$ cat src/rtl/varredura_display.sv
// Scan controller for a multiplexed N-digit 7-segment display: one BCD nibble per slot, dead cycle between digits.
// Latency: registered outputs; carregar -> atualizado takes 1 .. N_DIGITOS*DIV_VARREDURA cycles (applied at frame boundary).
// Backpressure: none; carregar is always accepted and the last value before a boundary wins.
//
// Ports: clock/reset (async, active-high); valor + carregar load the pending buffer; piscar enables
// whole-display blinking; dados is the nibble for the decoder (4'hF = blank); anodos is the one-hot
// active-high digit enable; atualizado pulses in the boundary cycle where the pending value is applied.
// Optional: define SUPRESSAO_ZEROS_EN to blank leading zero digits (digit 0 is never blanked).
module varredura_display #(
    parameter int N_DIGITOS     = 4,
    parameter int DIV_VARREDURA = 1000,
    parameter int DIV_PISCA     = 64
) (
    input  logic                   clock,
    input  logic                   reset,
    input  logic [4*N_DIGITOS-1:0] valor,
    input  logic                   carregar,
    input  logic                   piscar,
    output logic [3:0]             dados,
    output logic [N_DIGITOS-1:0]   anodos,
    output logic                   atualizado
);

    localparam int CW = (DIV_VARREDURA > 1) ? $clog2(DIV_VARREDURA) : 1;
    localparam int IW = (N_DIGITOS > 1) ? $clog2(N_DIGITOS) : 1;
    localparam int PW = (DIV_PISCA > 1) ? $clog2(DIV_PISCA) : 1;
    localparam int VW = 4 * N_DIGITOS;

    localparam logic [CW-1:0] CONT_MAX  = CW'(DIV_VARREDURA - 1);
    localparam logic [IW-1:0] IND_MAX   = IW'(N_DIGITOS - 1);
    localparam logic [PW-1:0] PISCA_MAX = PW'(DIV_PISCA - 1);

    typedef enum logic {
        GAP   = 1'b0,
        ATIVO = 1'b1
    } estado_t;

    logic [CW-1:0]        contador_q, contador_d;
    logic [IW-1:0]        indice_q, indice_d;
    logic [PW-1:0]        cont_pisca_q, cont_pisca_d;
    logic                 fase_q, fase_d;
    logic [VW-1:0]        buffer_q, buffer_d;
    logic                 pendente_q, pendente_d;
    logic [VW-1:0]        exibido_q, exibido_d;
    logic [3:0]           dados_q, dados_d;
    logic [N_DIGITOS-1:0] anodos_q, anodos_d;
    logic                 atualizado_q, atualizado_d;

    estado_t              estado_d;
    logic                 fronteira_d;

    always_ff @(posedge clock or posedge reset) begin
        if (reset) begin
            contador_q   <= '0;
            indice_q     <= '0;
            cont_pisca_q <= '0;
            fase_q       <= 1'b0;
            buffer_q     <= '0;
            pendente_q   <= 1'b0;
            exibido_q    <= '0;
            dados_q      <= 4'hF;
            anodos_q     <= '0;
            atualizado_q <= 1'b0;
        end else begin
            contador_q   <= contador_d;
            indice_q     <= indice_d;
            cont_pisca_q <= cont_pisca_d;
            fase_q       <= fase_d;
            buffer_q     <= buffer_d;
            pendente_q   <= pendente_d;
            exibido_q    <= exibido_d;
            dados_q      <= dados_d;
            anodos_q     <= anodos_d;
            atualizado_q <= atualizado_d;
        end
    end

    // Outputs are registered, so everything below is evaluated for the state
    // the scan is about to enter: the output flops then always line up with
    // contador_q/indice_q, and the boundary work lands in the boundary cycle.
    always_comb begin
        contador_d   = contador_q;
        indice_d     = indice_q;
        cont_pisca_d = cont_pisca_q;
        fase_d       = fase_q;
        buffer_d     = buffer_q;
        pendente_d   = pendente_q;
        exibido_d    = exibido_q;
        atualizado_d = 1'b0;
        dados_d      = 4'hF;
        anodos_d     = '0;
        estado_d     = GAP;
        fronteira_d  = 1'b0;

        if (contador_q == CONT_MAX) begin
            contador_d = '0;
            indice_d   = (indice_q == IND_MAX) ? '0 : indice_q + 1'b1;
        end else begin
            contador_d = contador_q + 1'b1;
        end

        estado_d    = (contador_d == '0) ? GAP : ATIVO;
        fronteira_d = (estado_d == GAP) && (indice_d == '0);

        if (carregar) begin
            buffer_d   = valor;
            pendente_d = 1'b1;
        end

        if (fronteira_d) begin
            if (cont_pisca_q == PISCA_MAX) begin
                cont_pisca_d = '0;
                fase_d       = ~fase_q;
            end else begin
                cont_pisca_d = cont_pisca_q + 1'b1;
            end
            // A strobe in the cycle just before the boundary is applied here
            // directly, giving the one-cycle minimum latency. A strobe during
            // the boundary cycle itself arrives after this transfer and waits.
            if (pendente_q || carregar) begin
                exibido_d    = carregar ? valor : buffer_q;
                pendente_d   = 1'b0;
                atualizado_d = 1'b1;
            end
        end

        if (estado_d == ATIVO) begin
            dados_d = exibido_d[4*indice_d +: 4];
            for (int i = 0; i < N_DIGITOS; i++) begin
                anodos_d[i] = (indice_d == IW'(i));
            end
            // Blink hides the digit but keeps dados scanning.
            if (piscar && fase_d) begin
                anodos_d = '0;
            end
`ifdef SUPRESSAO_ZEROS_EN
            // Digit i is a leading zero when it and every digit above it are 0.
            if ((indice_d != '0) && ((exibido_d >> (4*indice_d)) == '0)) begin
                dados_d  = 4'hF;
                anodos_d = '0;
            end
`endif
        end
    end

    assign dados      = dados_q;
    assign anodos     = anodos_q;
    assign atualizado = atualizado_q;

endmodule

$ cat config.mk
export PLATFORM = sky130hd
export DESIGN_NAME = varredura_display
export DESIGN_NICKNAME = d
export VERILOG_FILES = /design/src/rtl/varredura_display.sv
export SDC_FILE = /design/constraint.sdc
export NUM_CORES = 1
export LEC_CHECK = 0
export ABC_AREA = 1
export BUFFER_PORTS_ARGS = -buffer_cell sky130_fd_sc_hd__buf_2
export CAP_MARGIN = 20
export CORE_ASPECT_RATIO = 2
export CORE_MARGIN = 2
export CORE_UTILIZATION = 58
export CTS_CLUSTER_DIAMETER = 150
export DETAILED_ROUTE_END_ITERATION = 8
export PLACE_DENSITY = 0.9
export SLEW_MARGIN = 15
export SYNTH_ARGS = -nofsm -noshare
export SYNTH_HDL_FRONTEND = slang
export SYNTH_SLANG_ARGS = --single-unit
export TNS_END_PERCENT = 10
$ cat constraint.sdc
create_clock -name clock -period 2.2 [get_ports clock]
set_input_delay 0.44 -clock clock [delete_from_list [all_inputs] [get_ports clock]]
set_output_delay 0.44 -clock clock [all_outputs]
set_load 0.05 [all_outputs]
== After elaboration in Yosys (flattened, before gate mapping) ==
Index checks and enable logic that the tools add are counted.
Word-level totals
  bits in registers: 61
  bits of input ports: 20
  output and inout bits: 9
Cells by class
  add/subtract/negate cells: 3
  equal/unequal tests: 6
  shift operators: 1
  muxes and demuxes: 17
  bitwise gates (word level): 1
  reduce and logical (&&, ||, !) cells: 5
Operators by type and width (number)
  $mux 16: 3
  $shiftx 16x5->4: 1
  $mux 4: 3
  $add 10x1->10 const B: 1
  $eq 10x10->1 const B: 1
  $logic_not 10->1: 1
  $mux 10: 1
  $mux 1: 7
  $add 6x1->6 const B: 1
  $eq 2x2->1 const B: 3
  $eq 6x6->1 const B: 1
  $mux 6: 1
  $mux 2: 2
  $add 2x1->2 const B: 1
  $eq 2x1->1 const B: 1
  $logic_and 1x1->1: 2
  $logic_not 2->1: 1
  $logic_or 1x1->1: 1
  $not 1->1: 1

== Longest topological paths before layout ==
  depth in word-level cells: 9
  mapped depth: 15

== Worst setup path before layout ==
Ideal clock, no wire load.
  path kind: register to register
  from: reg contador_q[0]
  to: reg exibido_q[11]
  library setup time: 0.122 ns
  arrival time: 1.712 ns
  data required time: 2.078 ns
  slack: 0.366 ns
  stages on the path, launching flop included: 12
  path buffers: 1
  path through: dfrtp_1 ha_1 nand2_2 nor2_4 nand2_4 o21ai_2 nand2_2 inv_2 nand3_4 buf_2 nand2_1 o21ai_1
On the way
  cells in the longest elaborated chain, start to end: 5
Ends and longest elaborated chain
  from (decl): line 38  | logic [CW-1:0] contador_q, contador_d;
  from (signal assigned): line 65  | contador_q <= contador_d;
  $add 10x1->10 or $eq 10x10->1 (tied branches): line 99, 95
  $mux 10 or $mux 2 (tied branches): line 95  | if (contador_q == CONT_MAX) begin
  $logic_not 10->1 or $logic_not 2->1 (tied branches): line 102, 103
  $logic_and 1x1->1 (*): line 103  | fronteira_d = (estado_d == GAP) && (indice_d == '0);
  $mux 16 (*): line 110  | if (fronteira_d) begin
  via exibido_d[11]: line 44  | logic [VW-1:0] exibido_q, exibido_d;
  to (signal assigned): line 71  | exibido_q <= exibido_d;
  to (decl): line 44
Mark *: on every way through the listed nets, which the timed path passes. The rest lies on a longest branch.
A chain may end at the register's enable or synchronous reset.

== Worst setup path after layout ==
  from: reg contador_q[0]
  to: reg exibido_q[0]
Same word-level chain as after synthesis.

==> key figures <==
Worst setup path
  – Crit path max fanout: 33
  – R2R cell count: 11
  – Crit path launch: contador_q[0]
  – Worst reg2reg path endpoint: exibido_q[0]
  – Flop2flop setup slack: 0.14 ns
  – WS Path Type: register to register
  – Critical path destination: exibido_q[0]
  – WP data required: 2.43 ns
  – Startpoint types: register
  – R2R Path Start: contador_q[0]
  – Worst path arrival time: 2.29 ns
  – Worst setup EP type: register

Floorplan
  – Die W: 53.1 µm
  – Core area: 4640 µm²
  – Area of the die: 5430 µm²
  – Ports: 29
  – Initial core utilization: 0.603
  – Chip height: 102 µm
  – Num rows: 35

Placed design
  – Worst slack, placed: 0.0730 ns
  – Final HPWL DP: 4130 µm
  – Gpl congestion: 0.883
  – Post-placement cell count: 410
  – Port bufs: 28

Drt
  – Wirelength, routed: 6010 µm
  – # DRC: 0
  – DR pass1 iterations: 4
  – Via-to-Cell Ratio: 5.50
  – Drt initial violations: 69
  – DRT antenna net count: 0
  – Routed len/inst: 14.0 µm
  – Via count: 2,359

GRT
  – Pin count of the biggest net entering global routing: 34
  – Vias in the first global route: 2,260
  – GRT Residual Overflow: 0
  – Total Routing Usage GR: 0.252
  – Initial antenna violation count: 0
  – First-pass GRT wire length: 9700 µm

Synth
  – Post-Syn Instances: 332
  – Syn_nets: 355
  – Synthesized flop and latch total: 61
  – Synthesis Warnings: 0
  – Synthesized area per cell: 8.43 µm²
  – Sequential fraction of the synthesis area: 0.547
  – Post-synthesis instance area: 2800 µm²
  – Yosys cell types: 29

STA
  – Setup violators final: 0
  – PnR worst setup slack: 0.138 ns
  – Final slew viol count: 0
  – Final min period: 2.06 ns
  – Max-slew headroom: 0.708
  – Worst slew pin tran: 0.437 ns
  – Fmax: 485 MHz
  – Final Hold Fails: 0
  – Final Cycle Share: 0.937
  – Clock Skew: 0.00318 ns

Finish
  – Final std cells w/o fill: 429
  – Antenna fix cells: 0
  – Commonest cells after routing, fill and taps aside: nand2_1, dfrtp_1, inv_1, a21oi_1, buf_2
  – Layout overhead on the synthesized area: 18.7%
  – Share of layout cells above drive strength 1: 0.206
  – NumNets Final: 392
  – Most common cell after layout, fill and taps aside: nand2_1

Run
  – Max_cap viols: 0

Pwr
  – VDD IR max: 0.000884 V
  – Static Leakage: 1.73 nW
  – Total power draw: 0.00245 W
  – Power per cell area: 738 nW/µm²

Worst hold path
  – Hold Crit Class: input port to asynchronous set/reset pin

Clocking
  – CTS root buf: clkbuf_8
  – CTS tree: yes
  – Worst-case clock buffer depth: 2
  – Hold_buf cts: 0
  – Clk slew on worst S/H paths: 0.06 ns
  – H-tree levels: 3
  – CTS buffer count: 9
  – CTS Sinks: 61
  – Clk_lat worst skew: 0.35 ns

Outcome
  – Outcome: completed
## cell families after synthesis
family | synth area share
AOI/OAI and AO/OA | 0.120
xor gates and xnor gates | 0.0156
adders and majority gates | 0.0134
buffers and inverters | 0.0621
DFF | 0.547
and+or+nand+nor | 0.242
## registers in the layout (all words and copies together), names as in the netlist
signal,flops
cont_pisca_q,6
pendente_q,1
fase_q,1
buffer_q,16
exibido_q,16
dados,4
atualizado,1
contador_q,10
indice_q,2
anodos,4
## per-stage QoR
step,cell area [µm²],hold WS (ns),util,TNS [ns]
finish,3320,0.0874,0.716,0
global route,3320,0.120,0.716,-0.140
CTS,3260,0.0928,0.703,0
detailed placement,3020,0.454,0.650,0
global placement,3020,0.448,0.650,0
floorplan,2800,0.437,-,0
## report_power, final
| group | total (W) | switching [W] | internal (W) |
|---|---|---|---|
| logic | 0.000118 | 0.0000734 | 0.0000446 |
| clock network | 0.00118 | 0.000422 | 0.000759 |
| registers | 0.00116 | 0.00000699 | 0.00115 |
| total | 0.00245 | 0.000502 | 0.00195 |
## what timing repair did
| action | in CTS | in global routing |
|---|---|---|
| setup endpoints to repair | 0 | 27 |
| buffers inserted | 0 | 3 |
| resized for setup | 0 | 9 |
## worst min path at each step
stage / slack (ns) / from / endpoint / cells past startpoint
4_1_cts: 0.09 / reset / contador_q[2] / 2
5_1_grt: 0.12 / reset / contador_q[2] / 2
3_3_place_gp: 0.45 / buffer_q[13] / buffer_q[13] / 2
3_5_place_dp: 0.45 / buffer_q[14] / buffer_q[14] / 2
2_1_floorplan: 0.44 / buffer_q[10] / buffer_q[10] / 2
6_report: 0.09 / reset / contador_q[2] / 2
## layout make-up
type / instances / area, µm²
flip-flops and latches: 61 / 1530
fillers: 352 / 1320
multi-input cells: 226 / 1130
repair buffers: 36 / 220
clock buffers: 13 / 179
inverters: 35 / 133
well taps: 55 / 68.8
clock inverters: 3 / 65.1
## synth_stat cells, drive strengths merged
master | count | area, µm²
nand4 | 6 | 37.5
nor2 | 21 | 91.3
inv | 33 | 124
a211o | 1 | 8.76
o21a | 1 | 7.51
a21oi | 30 | 150
buf | 4 | 18.8
o21ai | 31 | 163
or2 | 4 | 25.0
dfstp | 4 | 105
nand3 | 26 | 143
dfrtp | 57 | 1430
a31oi | 1 | 6.26
ha | 3 | 37.5
xnor2 | 1 | 8.76
clkbuf | 6 | 22.5
xor2 | 4 | 35.0
clkinv | 2 | 8.75
nand2 | 97 | 382
## layer usage
metal | wire, µm | global-route usage | vias to the layer above
li1 | - | - | 1146
met1 | 2260 | 0.259 | 1124
met2 | 3240 | 0.422 | 69
met3 | 277 | 0.0863 | 20
met4 | 233 | 0.164 | 0
met5 | 0 | 0 | -
## worst max-delay path, cell delays in order (launching register included)
cell and delay [ns]:
dfrtp_1 0.39, ha_2 0.22, nand2_2 0.10, nor2_4 0.15, nand2_4 0.13, o21ai_4 0.26
nand2_2 0.10, inv_2 0.12, nand3_4 0.12, buf_8 0.20, nand2_1 0.09, o21ai_1 0.07
Note: power is estimated with default switching activity, not from simulation.
